### config.mk
export PLATFORM = sky130hd
export DESIGN_NAME = dtcore32_fetch_unit
export DESIGN_NICKNAME = d
export VERILOG_FILES = /design/src/rtl/dtcore32_fetch_unit.sv
export SDC_FILE = /design/constraint.sdc
export NUM_CORES = 1
export LEC_CHECK = 0
export ABC_AREA = 0
export BUFFER_PORTS_ARGS = -buffer_cell sky130_fd_sc_hd__buf_4
export CAP_MARGIN = 20
export CELL_PAD_IN_SITES_DETAIL_PLACEMENT = 0
export CELL_PAD_IN_SITES_GLOBAL_PLACEMENT = 2
export CORE_MARGIN = 10
export CORE_UTILIZATION = 34
export DETAILED_ROUTE_END_ITERATION = 7
export PLACE_DENSITY_LB_ADDON = 0.1
export SYNTH_ARGS = -nofsm -noshare
export SYNTH_HDL_FRONTEND = slang
export SYNTH_SLANG_ARGS = --single-unit
export TNS_END_PERCENT = 1
### constraint.sdc
create_clock -name clk_i -period 7.78 [get_ports clk_i]
set_clock_uncertainty 0.15 [all_clocks]
set_input_delay 1.556 -clock clk_i [delete_from_list [all_inputs] [get_ports clk_i]]
set_output_delay 1.556 -clock clk_i [all_outputs]
set_load 0.005 [all_outputs]
### src/rtl/dtcore32_fetch_unit.sv
// dtcore32 IF-stage fetch engine: credit-limited in-order imem requests, a small response FIFO
// feeding IF/ID, and discard of stale in-flight responses after a branch or trap redirect.
module dtcore32_fetch_unit #(
    parameter logic [31:0] RESET_PC   = 32'h0000_0000,
    parameter int unsigned FIFO_DEPTH = 2
) (
    input  logic        clk_i,
    input  logic        rst_i,
    input  logic        EX_pc_src_i,
    input  logic [31:0] EX_pc_target_i,
    input  logic        trap_redirect_i,
    input  logic [31:0] trap_pc_i,
    input  logic        IF_stall_i,
    output logic        imem_req_valid_o,
    input  logic        imem_req_ready_i,
    output logic [31:0] imem_req_addr_o,
    input  logic        imem_rsp_valid_i,
    input  logic [31:0] imem_rsp_rdata_i,
    input  logic        imem_rsp_err_i,
    output logic        ID_valid_o,
    output logic [31:0] ID_instr_o,
    output logic [31:0] ID_pc_o,
    output logic [31:0] ID_pc_plus_4_o,
    output logic        ID_fetch_fault_o
);

    localparam int unsigned CNT_W = $clog2(FIFO_DEPTH + 1);
    localparam int unsigned PTR_W = (FIFO_DEPTH > 1) ? $clog2(FIFO_DEPTH) : 1;
    localparam logic [CNT_W-1:0] CNT_ONE = CNT_W'(1);
    localparam logic [PTR_W-1:0] PTR_ONE = PTR_W'(1);
    localparam logic [PTR_W-1:0] PTR_LAST = PTR_W'(FIFO_DEPTH - 1);

    localparam logic [1:0] RST_HOLD = 2'd0;
    localparam logic [1:0] RUN      = 2'd1;
    localparam logic [1:0] DRAIN    = 2'd2;

    logic [1:0]       state_q, state_d;
    logic [31:0]      pc_q, pc_d;
    logic [31:0]      rsp_pc_q, rsp_pc_d;
    logic [CNT_W-1:0] outstanding_q, outstanding_d;
    logic [CNT_W-1:0] drop_cnt_q, drop_cnt_d;
    logic [CNT_W-1:0] count_q, count_d;
    logic [PTR_W-1:0] rd_ptr_q, rd_ptr_d;
    logic [PTR_W-1:0] wr_ptr_q, wr_ptr_d;

    logic [31:0] instr_mem [FIFO_DEPTH];
    logic [31:0] pc_mem    [FIFO_DEPTH];
    logic        err_mem   [FIFO_DEPTH];

    logic             redirect;
    logic [31:0]      target;
    logic [CNT_W:0]   in_use;
    logic             credit_ok;
    logic             req_valid;
    logic             accept;
    logic             rsp;
    logic             dropping;
    logic             push;
    logic             pop;
    logic             fifo_valid;

    function automatic logic [PTR_W-1:0] ptr_inc(input logic [PTR_W-1:0] p);
        return (p == PTR_LAST) ? '0 : p + PTR_ONE;
    endfunction

    assign redirect = trap_redirect_i | EX_pc_src_i;
    assign target   = trap_redirect_i ? {trap_pc_i[31:2], 2'b00} : {EX_pc_target_i[31:2], 2'b00};

    // Every request in flight already owns a FIFO slot, so responses never need backpressure.
    assign in_use    = {1'b0, outstanding_q} + {1'b0, count_q};
    assign credit_ok = in_use < (CNT_W + 1)'(FIFO_DEPTH);
    assign req_valid = (state_q != RST_HOLD) & ~redirect & credit_ok;
    assign accept    = req_valid & imem_req_ready_i;

    assign rsp        = imem_rsp_valid_i & (outstanding_q != '0);
    assign dropping   = drop_cnt_q != '0;
    assign fifo_valid = count_q != '0;
    assign push       = rsp & ~dropping & ~redirect;
    assign pop        = fifo_valid & ~IF_stall_i & ~redirect;

    always_comb begin
        state_d       = state_q;
        pc_d          = pc_q;
        rsp_pc_d      = rsp_pc_q;
        outstanding_d = outstanding_q;
        drop_cnt_d    = drop_cnt_q;
        count_d       = count_q;
        rd_ptr_d      = rd_ptr_q;
        wr_ptr_d      = wr_ptr_q;

        if (accept) begin
            outstanding_d = outstanding_d + CNT_ONE;
            pc_d          = pc_q + 32'd4;
        end
        if (rsp) begin
            outstanding_d = outstanding_d - CNT_ONE;
        end

        if (redirect) begin
            // Everything still in flight belongs to the old path; a response landing now is
            // already excluded from outstanding_d.
            pc_d       = target;
            rsp_pc_d   = target;
            drop_cnt_d = outstanding_d;
            count_d    = '0;
            rd_ptr_d   = '0;
            wr_ptr_d   = '0;
        end else begin
            if (rsp && dropping) begin
                drop_cnt_d = drop_cnt_q - CNT_ONE;
            end
            if (push) begin
                wr_ptr_d = ptr_inc(wr_ptr_q);
                rsp_pc_d = rsp_pc_q + 32'd4;
            end
            if (pop) begin
                rd_ptr_d = ptr_inc(rd_ptr_q);
            end
            unique case ({push, pop})
                2'b10:   count_d = count_q + CNT_ONE;
                2'b01:   count_d = count_q - CNT_ONE;
                default: count_d = count_q;
            endcase
        end

        state_d = (drop_cnt_d != '0) ? DRAIN : RUN;
    end

    always_ff @(posedge clk_i) begin
        if (rst_i) begin
            state_q       <= RST_HOLD;
            pc_q          <= RESET_PC;
            rsp_pc_q      <= RESET_PC;
            outstanding_q <= '0;
            drop_cnt_q    <= '0;
            count_q       <= '0;
            rd_ptr_q      <= '0;
            wr_ptr_q      <= '0;
        end else begin
            state_q       <= state_d;
            pc_q          <= pc_d;
            rsp_pc_q      <= rsp_pc_d;
            outstanding_q <= outstanding_d;
            drop_cnt_q    <= drop_cnt_d;
            count_q       <= count_d;
            rd_ptr_q      <= rd_ptr_d;
            wr_ptr_q      <= wr_ptr_d;
        end
    end

    // Storage needs no reset: ID outputs are gated by the occupancy count.
    always_ff @(posedge clk_i) begin
        if (push) begin
            instr_mem[wr_ptr_q] <= imem_rsp_err_i ? 32'h0000_0000 : imem_rsp_rdata_i;
            pc_mem[wr_ptr_q]    <= rsp_pc_q;
            err_mem[wr_ptr_q]   <= imem_rsp_err_i;
        end
    end

    assign imem_req_valid_o = req_valid;
    assign imem_req_addr_o  = pc_q;

    assign ID_valid_o       = fifo_valid;
    assign ID_instr_o       = fifo_valid ? instr_mem[rd_ptr_q] : 32'h0000_0000;
    assign ID_pc_o          = fifo_valid ? pc_mem[rd_ptr_q] : 32'h0000_0000;
    assign ID_pc_plus_4_o   = fifo_valid ? pc_mem[rd_ptr_q] + 32'd4 : 32'h0000_0000;
    assign ID_fetch_fault_o = fifo_valid & err_mem[rd_ptr_q];

endmodule

* After elaboration in Yosys (flattened, before gate mapping) *
Memory sizes are Yosys's and may differ from the RTL's. A register that Yosys moved wholly into a read port is not among the register bits.
Cells that the tools add are included.

operators by class
  add/sub/neg operators = 11
  magnitude comparators = 1
  equality and inequality tests = 2
  mux-type cells = 25
  bitwise gates (word level) = 13
  reduce and logical (&&, ||, !) cells = 10

operator list
  operator                                                                      number
  32-bit two-way mux                                                            9
  32-bit by 3-bit adder with 32-bit output, second input constant               3
  2-bit nonzero test                                                            8
  1-bit two-way mux                                                             10
  2-bit two-way mux                                                             5
  1-bit bitwise AND                                                             9
  2-bit by 1-bit subtractor with 2-bit output, second input constant            3
  2-bit by 1-bit adder with 2-bit output, second input constant                 2
  2-bit case mux with 2 select lines                                            1
  2-bit by 2-bit adder with 3-bit output                                        1
  3-bit by 2-bit less-than comparator with 1-bit output, second input constant  1
  1-bit inverter                                                                3
  1-bit adder, second input constant                                            2
  2-bit by 1-bit == test with 1-bit output, second input constant               1
  2-bit == test, second input constant                                          1
  2-bit OR reduction                                                            1
  1-bit logical AND                                                             1
  1-bit bitwise OR                                                              1

word-level totals
  register bits = 74
  memory bits (writable) = 130
  bits of input ports = 104
  memories = 3

memory list
  memory     depth  bits a word  read ports  clocked after Yosys merged registers in  wr ports  line  text
  instr_mem  2      32           1           1                                        1         46    logic [31:0] instr_mem [FIFO_DEPTH];
  pc_mem     2      32           1           1                                        1         47    logic [31:0] pc_mem [FIFO_DEPTH];
  err_mem    2      1            1           1                                        1         48    logic err_mem [FIFO_DEPTH];

* Longest topological paths before layout *
Gate-level depths: netlist of the first run.

  word-level depth = 11
  mapped depth = 11
  gate-level depth less buffers = 8

* Worst setup path before layout of the first run *
Ideal clock, no wire load.

  path type = input to register
  from = input port EX_pc_src_i
  to = memory err_mem[0], enable pin
  setup time = 484 ps
  arrival time = 5292 ps
  path slack = 1853 ps
  stages on the path = 6
  path buffers = 3
  cells stage by stage = clkbuf_1 nor2_1 clkbuf_1 clkbuf_1 nand2_1 nor2_1

between the ends
  word-level cells in the longest chain between the ends = 5

ends and longest elaborated chain
  item                                     line  text
  from (decl)                              9     input logic EX_pc_src_i,
  1-bit bitwise OR                         66    assign redirect = trap_redirect_i | EX_pc_src_i;
  1-bit inverter                           78    assign push = rsp & ~dropping & ~redirect;
  1-bit bitwise AND                        78
  1-bit two-way mux                        153   if (push) begin
  1-bit two-way mux (not written as such)  156   err_mem[wr_ptr_q] <= imem_rsp_err_i;
  to (decl)                                48

Every way passes these cells.

==> flow_summary.toml, run 1 <==
[power]
power_density_nw_per_um2 = 193
irDropWorstVdd_uv = 140
leakage_uw = 0.00467

[placement]
portBuffers = 224
place_hpwl_um = 24000
dp_cells = 1615
place_ws_ps = 2890
dpl_cell_area_um2 = 12400
place.gp.congestion = 0.820

[worst_setup_path]
cpMaxStageDelayCell = "mux2i_1"
worstPathArrival_ps = 3580
cp.required_ps = 6070
critPathLaunchType = "register"
path_max_fanout = 50
path_cells = "buf_4, mux2i_1, a21oi_1, nand2_1, nor4_2, mux2_1, buf_4"
path_common_cell = "buf_4"
crit_path_end_kind = "output port"
cpPeakStageDelay_ps = 800
crit_type = "register to output port"

[timing]
maxSlewViolCount = 0
fin_crit_ps = 5290
fin_ws_ps = 2490
slew_headroom_pct = 29.4
timing.final.crit_share_pct = 68.0
rsz0062_at_grt = "no"
finalHoldViolCount = 0
worst_pin_slew_ps = 1050
fmaxAchievable_mhz = 189
setup_violations = 0
setup_tns_ps = 0

[synth]
syn_inst = 1056
synth_area_um2 = 10400
avgSynthCellArea_um2 = 9.85
synth.most_common_cell = "edfxtp_1"
synth-seq-cells = 197
synth_cell_types = 70
ys_top_cells_by_count = "126 x edfxtp_1, 111 x nor2_1, 80 x a21oi_1, 80 x nand2_1, 71 x dfxtp_1"
synth_edf_count = 126
synth_top_area_share_pct = 36.4
synth_flop_cell = "edfxtp_1"
yosysWarnings = 0
yosysTopAreaCell = "edfxtp_1"
seq_area_frac_synth_pct = 50.1
synth_area_leaders = "edfxtp_1 36%, dfxtp_1 14%, mux2i_1 6.4%"
async_flop_share_pct = 0

[final_layout]
final_cells = 1647
n_fill_cell = 2943
design_area_um2 = 13000
seqCellArea_um2 = 5210
post-route-util_pct = 43.4
areaGrowthSynthToFinish_pct = 24.7
antenna_cells = 0
num-nets-final = 1355
drive_gt1_share_pct = 23.0
multiInputGateArea_um2 = 4860

[drt]
antenna_left = 0
dr_total_vias = 8707
via_per_inst = 5.29
drt_iter0_drc = 598
drt_pass1_iterations = 5
wl_per_cell_um = 20.2
drc = 0
drt-total-wl_um = 33300

[clock_network]
cts_made_buffers = 17
max-clock-path-buffers = 2
clk_latency_ps = 440
hold_buffers = 0
cts-root-buf = "clkbuf_16"
tritoncts = "done"
cts_setup_buffers = 0
ctsHtreeMaxLevel = 4
post_cts_resized = 0
clock-sinks = 197
clkTransAtPathRegs_ps = 90

[die]
start_util_pct = 34.8
pin_count = 235
rows = 63
die_w_um = 195
die_h_um = 195
core_um2 = 29900
design.die.area_um2 = 38000

[grt]
grt_usage_pct = 16.9
grt_pass1_wl_um = 51800
grt-ovfl-total = 0
grt_max_degree = 70
grt_pass1_vias = 8573
antenna_found_initial = 0

[hold_path]
hold_class = "register to register"

[run_status]
status = "finished, final reports clean"

[job]
drv_cap = 0
[where the power goes]
part | switching, uW | internal, uW | leakage, uW
clock network | 461 | 438 | 0.000292
logic | 218 | 169 | 0.00264
registers | 50.7 | 1170 | 0.00174
total | 730 | 1780 | 0.00467
[layer usage]
layer | up-vias | GRT usage, % | wire length, um | share of wire [%]
li1 | 4318 | - | - | -
met1 | 4113 | 24.5 | 16600 | 50
met2 | 261 | 24.7 | 14200 | 43
met3 | 15 | 4.30 | 2230 | 6.7
met4 | 0 | 3.61 | 286 | 0.86
met5 | - | 0 | 0 | 0
[kinds of logic after synthesis]
family                     Yosys count  share of synthesized area [%]
other                                1                         0.0361
muxes                               72                           7.11
DFF                                197                           50.1
adders and majority gates            7                          0.915
xor gates and xnor gates            22                           1.85
and+or+nand+nor                    443                           22.2
buffers and inverters               83                           3.56
AOI/OAI and AO/OA                  231                           14.3
[sequential cells by signal (all words and copies together) (netlist names), named ones only]
name / count
instr_mem: 64
rd_ptr_q: 1
drop_cnt_q: 2
err_mem: 2
wr_ptr_q: 1
outstanding_q: 2
pc_mem: 60
rsp_pc_q: 30
count_q: 2
state_q: 2
imem_req_addr_o: 30
[through the flow]
step	hold slack, ps	power (uW)
floorplan	275	1480
global placement	325	1630
detailed placement	357	1630
CTS	371	2530
global route	387	2630
finish	358	2510
[area by class of cell]
class | instances | area share, %
flip-flops and latches | 197 | 40.2
multi-input cells | 781 | 37.5
repair buffers | 234 | 13.5
well taps | 390 | 3.76
clock buffers | 18 | 3.31
clock inverters | 14 | 1.37
inverters | 13 | 0.376
[placed cells by master, fill, tap and decap left out, drive strengths merged, types with 9 or more instances in the layout]
cell type / n
nor2b: 36
xnor2: 19
a21o: 11
dfxtp: 71
and3: 13
o31ai: 12
buf: 234
a21oi: 80
and3b: 12
nor4: 18
a211oi: 15
a31oi: 9
and4: 11
nor2: 111
o21a: 14
nand3: 41
nor3: 49
clkbuf: 18
nand3b: 9
edfxtp: 126
nand4: 26
o21ai: 40
mux2i: 66
inv: 19
nand2: 80
[path summary, 6_finish.rpt]
kind	startpoint	to	slack, ps	depth (start not counted)
max	register	ID_pc_plus_4_o[25]	2490	7
min	imem_req_addr_o[31]$_SDFFE_PP0P_	imem_req_addr_o[31]$_SDFFE_PP0P_	360	1
max reg2reg	outstanding_q[1]$_SDFF_PP0_	rsp_pc_q[29]$_SDFFE_PP0P_	4540	7
min reg2reg	imem_req_addr_o[31]$_SDFFE_PP0P_	imem_req_addr_o[31]$_SDFFE_PP0P_	360	1
[worst max-delay path: cells and delay by family, from the launching register on]
kind,cells,cell delay (ps)
simple gates,2,320
buf+inv,2,850
compound gates,1,140
flops,1,680
mux,2,1140
(Power assumes the default switching activity.)
==> run 2, diff against run 1 <==
- clock period: 7.78 -> 5.14 ns (I/O delays scaled with it)
==> flow_summary.toml, run 2 (synthesis gave the netlist of run 1 again) <==
[run_status]
status = "finished, final reports clean"

[final_layout]
areaGrowthSynthToFinish_pct = 25.3
drive_gt1_share_pct = 23.3
seqCellArea_um2 = 5210
n_fill_cell = 2920
post-route-util_pct = 43.6
largest_reg_flops = 64
multiInputGateArea_um2 = 4860
num-nets-final = 1358
top_register = "instr_mem"
antenna_cells = 0
reg_top3 = "instr_mem x64, pc_mem x60"
final_common_cell = "buf_4"
final_cell_mix = "236 x buf_4, 126 x edfxtp_1, 108 x nor2_1"

[grt]
grt-ovfl-total = 0
grt_pass1_vias = 8594
grt_usage_pct = 16.7
grt_max_degree = 80
antenna_found_initial = 0
grt_pass1_wl_um = 51300

[clock_network]
clock-sinks = 197
tritoncts = "done"
cts_made_buffers = 17
ctsHtreeMaxLevel = 4
max-clock-path-buffers = 2
clkTransAtPathRegs_ps = 80
clk_latency_ps = 440
hold_buffers = 0
post_cts_resized = 0
cts-root-buf = "clkbuf_16"
cts_setup_buffers = 0

[power]
power.total_uw = 3800
power_density_nw_per_um2 = 291
leakage_uw = 0.00470
irDropWorstVdd_uv = 239

[drt]
dr_total_vias = 8730
via_per_inst = 5.29
wl_per_cell_um = 20.0
drt-total-wl_um = 33000
antenna_left = 0
drt_iter0_drc = 562
drt_pass1_iterations = 7
drc = 0

[placement]
portBuffers = 224
place_hpwl_um = 24200
place.gp.congestion = 0.808

[worst_setup_path]
ff2ff_setup_slack_ps = 2010
crit_buf_inv = 2
cpPeakStageDelay_ps = 600
path_delay_family = "compound AO/OA/AOI/OAI gates"
crit_path_end_kind = "output port"
path_max_fanout = 32
path_common_cell = "buf_4"
cp.required_ps = 3960
worstPathArrival_ps = 3300
r2r_start = "count_q[0]$_SDFFE_PP0P_"
endpoint = "ID_pc_plus_4_o[22]"
reg2reg_depth = 7
critPathLaunchType = "register"
cpMaxStageDelayCell = "dfxtp_4"
r2r_end = "imem_req_addr_o[25]$_SDFFE_PP0P_"
path_depth = 7
crit_type = "register to output port"
path_cells = "buf_4, mux2i_1, a211oi_2, nand4_1, o31a_1, nor3_1, buf_4"

[die]
pin_count = 235
design.die.area_um2 = 38000
start_util_pct = 34.8
rows = 63
die_h_um = 195
die_w_um = 195
core_um2 = 29900

[timing]
finalHoldViolCount = 0
fin_crit_ps = 4480
rsz0062_at_grt = "no"
setup_tns_ps = 0
maxSlewViolCount = 0
fmaxAchievable_mhz = 223
setup_violations = 0
worst_pin_slew_ps = 1010
slew_headroom_pct = 32.4
timing.final.crit_share_pct = 87.1

[hold_path]
hold_class = "register to register"

[job]
drv_cap = 0
[run 2: per-layer routing]
layer / track usage (%) / routed length (um) / up-vias
met5: 0 / 0 / -
met4: 3.78 / 376 / 0
met3: 3.91 / 2170 / 24
met2: 24.9 / 14300 / 277
met1: 23.9 / 16100 / 4099
li1: - / - / 4330
[run 2: final cells by class]
class | instances | area share [%]
sequential | 197 | 40.0
clock buffer | 18 | 3.46
timing repair buffer | 237 | 13.8
multi-input combinational | 781 | 37.3
tap | 390 | 3.75
inverter | 13 | 0.375
clock inverter | 14 | 1.36
[run 2: metrics by stage]
| step | instance area, um^2 | cells | hold slack (ps) | worst slack [ps] |
|---|---|---|---|---|
| floorplan | 10400 | 1061 | 275 | 787 |
| global placement | 12400 | 1618 | 327 | 1160 |
| detailed placement | 12400 | 1618 | 334 | 1110 |
| CTS | 13000 | 1650 | 350 | 627 |
| global route | 13000 | 1650 | 387 | 378 |
| finish | 13000 | 1650 | 365 | 663 |
[run 2: how the worst min path moves through the flow]
stage                                           startpoint  depth (start not counted)  slack, ps                               end
after floorplan                   rsp_pc_q[4]$_SDFFE_PP0P_                          0        270            pc_mem[0][4]$_DFFE_PP_
after global placement    imem_req_addr_o[31]$_SDFFE_PP0P_                          1        330  imem_req_addr_o[31]$_SDFFE_PP0P_
after detailed placement  imem_req_addr_o[31]$_SDFFE_PP0P_                          1        330  imem_req_addr_o[31]$_SDFFE_PP0P_
after CTS                 imem_req_addr_o[31]$_SDFFE_PP0P_                          1        350  imem_req_addr_o[31]$_SDFFE_PP0P_
after global routing      imem_req_addr_o[31]$_SDFFE_PP0P_                          1        390  imem_req_addr_o[31]$_SDFFE_PP0P_
final                     imem_req_addr_o[31]$_SDFFE_PP0P_                          1        360  imem_req_addr_o[31]$_SDFFE_PP0P_
[run 2: power by group]
| group | switching, uW | total [uW] | internal (uW) |
|---|---|---|---|
| Clock | 669 | 1360 | 688 |
| Sequential | 76.3 | 1850 | 1770 |
| Combinational | 334 | 592 | 259 |
| Total | 1080 | 3800 | 2720 |
